[src/rtl/divider_bank.sv]
// Bank of independent programmable clock dividers: each channel emits a 50%-duty
// divided clock and a one-cycle tick, with glitch-free divisor reload on wrap.
module divider_bank #(
  parameter int CHANNELS    = 4,
  parameter int WIDTH       = 16,
  parameter int DEFAULT_DIV = 2
) (
  input  logic                      clk_in,
  input  logic                      rst_n_in,
  input  logic [CHANNELS-1:0]       enable_in,
  input  logic [CHANNELS*WIDTH-1:0] div_in,
  input  logic [CHANNELS-1:0]       load_in,
  input  logic                      sync_in,
  output logic [CHANNELS-1:0]       clk_out,
  output logic [CHANNELS-1:0]       tick_out,
  output logic [CHANNELS-1:0]       pending_out
);

  localparam logic [WIDTH-1:0] RESET_DIV = WIDTH'(DEFAULT_DIV);
  localparam logic [WIDTH-1:0] ONE       = WIDTH'(1);

  logic [WIDTH-1:0]    cnt_q  [CHANNELS];
  logic [WIDTH-1:0]    cnt_d  [CHANNELS];
  logic [WIDTH-1:0]    div_q  [CHANNELS];
  logic [WIDTH-1:0]    div_d  [CHANNELS];
  logic [WIDTH-1:0]    pdiv_q [CHANNELS];
  logic [WIDTH-1:0]    pdiv_d [CHANNELS];
  logic [CHANNELS-1:0] pend_q, pend_d;
  logic [CHANNELS-1:0] clk_q, clk_d;
  logic [CHANNELS-1:0] tick_q, tick_d;
  logic [CHANNELS-1:0] at_wrap;

  always_comb begin
    at_wrap = '0;
    for (int c = 0; c < CHANNELS; c++) begin
      at_wrap[c] = (div_q[c] != '0) && (cnt_q[c] == div_q[c] - ONE);
    end
  end

  always_comb begin
    // NOTE: every next-state signal gets its hold value first, so no path leaves one unassigned and no latch is inferred.
    cnt_d  = cnt_q;
    div_d  = div_q;
    pdiv_d = pdiv_q;
    pend_d = pend_q;
    clk_d  = clk_q;
    tick_d = '0;
    for (int c = 0; c < CHANNELS; c++) begin
      if (sync_in) begin
        cnt_d[c] = '0;
        clk_d[c] = 1'b0;
        if (load_in[c]) begin
          div_d[c]  = div_in[c*WIDTH +: WIDTH];
          pend_d[c] = 1'b0;
        end else if (pend_q[c]) begin
          div_d[c]  = pdiv_q[c];
          pend_d[c] = 1'b0;
        end
      end else begin
        if (!enable_in[c]) begin
          if (pend_q[c]) cnt_d[c] = '0;
        end else if (div_q[c] == '0) begin
          cnt_d[c] = '0;
          clk_d[c] = 1'b0;
        end else if (at_wrap[c]) begin
          cnt_d[c]  = '0;
          clk_d[c]  = ~clk_q[c];
          tick_d[c] = 1'b1;
        end else begin
          cnt_d[c] = cnt_q[c] + ONE;
        end
        // A frozen, stopped or wrapping channel is at a safe point to switch divisor.
        if (pend_q[c] && (!enable_in[c] || div_q[c] == '0 || at_wrap[c])) begin
          div_d[c]  = pdiv_q[c];
          pend_d[c] = 1'b0;
        end
        // A same-edge load lands in P after the old P was consumed above.
        if (load_in[c]) begin
          pdiv_d[c] = div_in[c*WIDTH +: WIDTH];
          pend_d[c] = 1'b1;
        end
      end
    end
  end

  // NOTE: the per-channel arrays are plain flops, so each entry is reset explicitly in a loop.
  always_ff @(posedge clk_in or negedge rst_n_in) begin
    if (!rst_n_in) begin
      for (int c = 0; c < CHANNELS; c++) begin
        cnt_q[c]  <= '0;
        div_q[c]  <= RESET_DIV;
        pdiv_q[c] <= RESET_DIV;
      end
      pend_q <= '0;
      clk_q  <= '0;
      tick_q <= '0;
    end else begin
      // NOTE: non-blocking assignments make all state update together from pre-edge values.
      cnt_q  <= cnt_d;
      div_q  <= div_d;
      pdiv_q <= pdiv_d;
      pend_q <= pend_d;
      clk_q  <= clk_d;
      tick_q <= tick_d;
    end
  end

  assign clk_out     = clk_q;
  assign tick_out    = tick_q;
  assign pending_out = pend_q;

endmodule

[config.mk]
export PLATFORM = sky130hd
export DESIGN_NAME = divider_bank
export DESIGN_NICKNAME = d
export VERILOG_FILES = /design/src/rtl/divider_bank.sv
export SDC_FILE = /design/constraint.sdc
export NUM_CORES = 1
export LEC_CHECK = 0
export CORE_UTILIZATION = 40
export DETAILED_ROUTE_END_ITERATION = 8
export SLEW_MARGIN = 40
export SYNTH_ARGS = -nofsm -noshare
export SYNTH_HDL_FRONTEND = slang
export SYNTH_SLANG_ARGS = --single-unit
[constraint.sdc]
create_clock -name clk_in -period 2.9 [get_ports clk_in]
set_input_delay 0.58 -clock clk_in [delete_from_list [all_inputs] [get_ports clk_in]]
set_output_delay 0.58 -clock clk_in [all_outputs]
set_load 0.02 [all_outputs]
== Word level (Yosys, flattened, before mapping) ==
Cells that the tools add are included.

* Register bits: 204
* Input port bits: 75

* Add/subtract/negate cells: 8
* Reductions and logical operators: 60
* Bitwise logic cells: 5
* Equality and inequality tests: 8
* Mux-type cells: 80

{| class="wikitable"
|+ Operators by type and width
! kind !! count
|-
| 2-to-1 mux 16 bit || 36
|-
| adder 16 x 1 -> 16 bit (second input constant) || 4
|-
| equality test 16 bit || 4
|-
| logical NOT 16 bit || 4
|-
| nonzero test 16 bit || 4
|-
| subtractor 16 x 1 -> 16 bit (second input constant) || 4
|-
| 2-to-1 mux 1 bit || 44
|-
| nonzero test 3 bit || 12
|-
| AND reduction 2 bit || 12
|-
| nonzero test 2 bit || 8
|-
| inequality test 3 x 2 -> 1 bit (second input constant) || 4
|-
| logical AND 1 bit || 8
|-
| logical OR 1 bit || 8
|-
| NOT 1 bit || 5
|-
| logical NOT 1 bit || 4
|}

== Logic depth before layout (Yosys ltp) ==
* Word-level depth: 8
* Depth in mapped cells: 16

== Worst setup path before layout ==
OpenSTA, ideal clock, no wires.

* Kind: reg2reg
* From: register div_q[16] in the netlist's numbering
* To: register clk_q[2] (netlist: clk_out[2])
* Setup slack: -345 ps
* Stages on the path, launching flop included: 15
* Data arrival time: 3119 ps
* Required time: 2774 ps
* Library setup time: 126 ps
* Path through: dfrtp_1 > clkbuf_1 > inv_1 > ha_1 > buf_4 > or4b_1 > buf_2 > xor2_1 > nand2_1 > o311ai_1 > o2111ai_1 > or4b_1 > buf_4 > buf_2 > a221o_1

* Word-level cells in the longest chain between the ends: 5
* Elaborated cells on any way between the ends: 10
* Those cells by class: add/sub (1); eq/ne (1); mux (3); reduce/logical (5)

{| class="wikitable"
|+ Ends and longest elaborated chain
! item !! line !! source
|-
| start: declaration || 24 || <nowiki>logic [WIDTH-1:0] div_q [CHANNELS];</nowiki>
|-
| start signal: assignment || 100 || <nowiki>div_q <= div_d;</nowiki>
|-
| subtractor 16 x 1 -> 16 bit || 36 || <nowiki>at_wrap[c] = (div_q[c] != '0) && (cnt_q[c] == div_q[c] - ONE);</nowiki>
|-
| equality test 16 bit || 36 ||
|-
| logical AND 1 bit || 36 ||
|-
| nonzero test 3 bit (no source line) || n/a ||
|-
| AND reduction 2 bit (no source line) || n/a ||
|-
| end signal: assignment || 103 || <nowiki>clk_q <= clk_d;</nowiki>
|-
| end: declaration || 29 || <nowiki>logic [CHANNELS-1:0] clk_q, clk_d;</nowiki>
|}

Several ways; a longest one is shown, not always the timed one. The select of a mux whose other input is x is not followed.
A chain may end at the register's enable or synchronous reset.

== Final worst setup path ==
* From: register div_q[16] in the netlist's numbering
* To: register div_q[26] in the netlist's numbering

* Word-level cells in the longest chain between the ends: 7
* Elaborated cells on any way between the ends: 10
* Those cells by class: add/sub (1); eq/ne (1); reduce/logical (8)

{| class="wikitable"
|+ Ends and longest elaborated chain
! item !! line !! source
|-
| subtractor 16 x 1 -> 16 bit || 36 ||
|-
| equality test 16 bit || 36 ||
|-
| logical AND 1 bit || 36 ||
|-
| logical OR 1 bit (*) || 73 || <nowiki>if (pend_q[c] && (!enable_in[c] || div_q[c] == '0 || at_wrap[c])) begin</nowiki>
|-
| logical AND 1 bit (*) || 73 ||
|-
| nonzero test 2 bit (no source line) (*) || n/a ||
|-
| AND reduction 2 bit (no source line) (*) || n/a ||
|}

Mark *: on every way between the ends. The rest lies on a longest branch, timed or not.

==> flow_summary_export.csv <==
group,metric,value,unit
outcome,outcome,"complete, but fails checks",
outcome,violations,"setup timing",
power_and_ir_drop,power.internal,6191,uW
final_layout,drive_above_1_share,0.2491,
power_and_ir_drop,p_comb_frac,0.265,
routing,avgViaCountPerCell,5.568,
final_layout,nFillCells,2710,
final_layout,finalNetCount,1519,
clock_tree,cts_buffer_depth,3,
placed_design,pre_cts_ws,-0.2410,ns
timing,fin_ws,-0.1161,ns
clock_tree,cts_buffers,24,
power_and_ir_drop,power.switching,2585,uW
worst_setup_path,slowest_delay,0.52,ns
worst_setup_path,crit_top_cell,"or4b_4",
synth,yosysWarnings,0,
synth,yosysUniqueCellTypes,82,
placed_design,gp_congestion,0.8983,
synth,synth_seq_cells,204,
clock_tree,root_buffer,"clkbuf_16",
power_and_ir_drop,p_leak,0.006336,uW
floorplan,dieArea,30840,sq um
global_route,grt_pass1_wl,50740,um
clock_tree,cts_tree,"built",
floorplan,core_area,29640,sq um
routing,routed_wl,30560,um
final_layout,regArea,5116,sq um
clock_tree,htreeDepth,1,
clock_tree,clock_latency,0.52,ns
final_layout,syn_to_final_growth,29.06,%
placed_design,hpwl,21480,um
final_layout,diodes,0,
power_and_ir_drop,seq_power_share,0.390,
synth,ys_seq_area_frac,0.4242,
synth,netlist_area,12060,sq um
timing,hold_viol,0,
timing,rsz0062_at_grt,"true",
worst_setup_path,worstSetupStartpointType,"register",
worst_setup_path,crit_slowest_cell,"or4b_4",
floorplan,initial_core_util,0.4068,
clock_tree,clock_sinks,204,
global_route,gr-usage-all-layers,0.1984,
power_and_ir_drop,powerDensity,563.9,nW/um^2
synth,synth_edf_count,0,
worst_setup_path,cp_cell_sequence,"inv_4 > ha_4 > or4b_4 > xor2_1 > nand2_1 > o311ai_2 > o2111ai_1 > or4b_4 > buf_6 > a21oi_4 > buf_12 > a2bb2oi_2",
power_and_ir_drop,switching_share,0.2946,
timing,clock_skew,0.01188,ns
global_route,grt_max_degree,65,
timing,finalSetupViolations,49,
synth,syn_area_per_cell,9.577,sq um
power_and_ir_drop,p_clk_frac,0.345,
routing,first_iter_violations,600,
placed_design,io_buffers,86,
worst_setup_path,r2r_setup_slack,-0.12,ns
worst_setup_path,cp_data_arrival_time,3.46,ns
worst_setup_path,path_max_fanout,11,
timing,layout_min_cycle_time,3.016,ns
synth,synth_top_area_frac,0.4068,
synth,synth.most_common_cell,"dfrtp_1",
worst_setup_path,required,3.34,ns
clock_tree,cts_hold_buffers,0,
timing,slew_headroom,0.4744,
worst_setup_path,r2r-end,"div_q[26]",
routing,dr_total_vias,10240,
synth,ys_top_cells_by_area,"dfrtp_1, mux2_2, xnor2_1, nand2_1, nand3_1",
timing,timing.fmax,331.6,MHz
floorplan,die_w,175.6,um
synth,async_flop_share,1.000,
synth,syn_inst,1259,
timing,slew_viol_final,0,
clock_tree,clkTransAtPathRegs,0.06,ns
worst_setup_path,r2r_start,"div_q[16]",
routing,antenna_left,0,
synth,synth_fp_nets,1346,
placed_design,dpl.cell_count,1777,
routing,drc,0,
synth,synth_ff_type,"dfrtp_1",
flow_run,cap_viol_max_count,0,
floorplan,pin_count,87,
final_layout,multi_input_area,6927,sq um
timing,fin_crit_sh,1.040,
floorplan,die_h,175.6,um
final_layout,final_cells,1839,
worst_setup_path,rr_worst_depth,12,
final_layout,final_area,15560,sq um
routing,routedWlPerCell,16.62,um
routing,first_pass_iters,4,
synth,synth.largest_area_cell,"dfrtp_1",
power_and_ir_drop,ir_drop,430.8,uV
timing,tightest_slew,0.7875,ns
global_route,antenna_found_initial,0,
worst_setup_path,crit_type,"register to register",
worst_setup_path,cp-end-kind,"register",
synth,synthTopCellsByCount,"dfrtp_1, nand2_1, nor2_1, nand3_1, mux2_2",
global_route,globalRouteOverflowTotal,0,
placed_design,placed_area,14160,sq um
global_route,first_global_vias,9985,
hold_path,hold_path_class,"input pin to async pin",
floorplan,num_rows,63,
[metal layers]
layer  GRT usage  vias to the layer above  part of all wire
met3     0.02381                       44             0.032
li1            -                     5002                 -
met2      0.3259                      177              0.47
met1      0.2770                     5017              0.47
met5           0                        -                 0
met4     0.04891                        0             0.024
[logic make-up (layout without fill, tap and decap cells)]
logic type                 Yosys count  in the layout  share of synthesized area
and+or+nand+nor                    464            464                     0.2067
AOI/OAI and AO/OA                  278            278                     0.1635
DFF                                204            204                     0.4242
buffers and inverters              113            303                    0.03933
muxes                               98             98                    0.08831
xor gates and xnor gates            89             89                    0.06465
adders and majority gates           13             13                    0.01328
[critical path, delay by kind of cell (launching register included)]
family / cells / cell delay (ns)
adder cells (fa/ha/maj): 1 / 0.12
AND/OR/NAND/NOR: 3 / 1.12
XOR/XNOR: 1 / 0.17
buffers and inverters: 3 / 0.38
flip-flops: 1 / 0.40
AO/OA/AOI/OAI: 4 / 0.74
[repair_timing]
action	in CTS	in global routing
pin swaps	14	27
gates cloned	1	2
endpoints found under the setup margin	95	133
resized for setup	35	73
setup buffers	5	11
[cells in the final DEF (no fill, tap or decap), types with 13 or more instances in the layout]
cell / count
a21oi_1: 48
a2bb2oi_2: 15
xnor2_1: 54
nand3_1: 71
clkdlybuf4s50_1: 85
inv_1: 27
a22oi_1: 17
nor3_1: 19
a31oi_1: 20
o21ai_0: 29
xor2_1: 35
mux2i_1: 31
mux2_2: 67
buf_4: 114
and3_1: 45
clkbuf_16: 25
buf_6: 16
dfrtp_1: 195
nor2_1: 76
nand4_1: 19
nand2_1: 100
o22ai_1: 51
nor4_1: 13
[stage by stage]
stage / setup TNS, ns / utilization / hold slack [ns] / total power, uW
after global placement: -6.590 / 0.4775 / 0.4795 / 5539
after floorplan: -5.560 / - / 0.2844 / 4751
after CTS: -2.692 / 0.5117 / 0.04701 / 8739
after detailed placement: -8.547 / 0.4779 / 0.4866 / 5589
final: -2.591 / 0.5251 / 0.05289 / 8776
after global routing: -10.80 / 0.5251 / 0.09693 / 9237
[sequential cells by signal, indices dropped and copies added (netlist names)]
register / count
pending_out: 4
clk_out: 4
div_q: 64
tick_out: 4
pdiv_q: 64
cnt_q: 64
[power groups by stage]
stage,Combinational (uW),Sequential [uW],Clock (uW)
floorplan,1290,3460,0
global placement,2100,3440,0
finish,2320,3420,3030
detailed placement,2130,3460,0
global route,2560,3470,3210
CTS,2200,3410,3130
[final cells by class]
| cell class | instances | share of cell area |
|---|---|---|
| Clock buffer | 37 | 0.04760 |
| Clock inverter | 6 | 0.003698 |
| Inverter | 32 | 0.008040 |
| Multi-Input combinational cell | 942 | 0.4451 |
| Sequential cell | 204 | 0.3288 |
| Tap cell | 390 | 0.03136 |
| Timing Repair Buffer | 228 | 0.1355 |
[worst max-delay path by stage]
stage                   start  cells after the start        end
finish              div_q[16]                     12  div_q[26]
detailed placement  div_q[48]                      9  cnt_q[51]
global placement    div_q[55]                      8  cnt_q[51]
CTS                 div_q[16]                     12  div_q[23]
floorplan           div_q[16]                     15  div_q[21]
global route        div_q[16]                     12  div_q[23]
No activity file was read; power rests on OpenSTA's default activity.
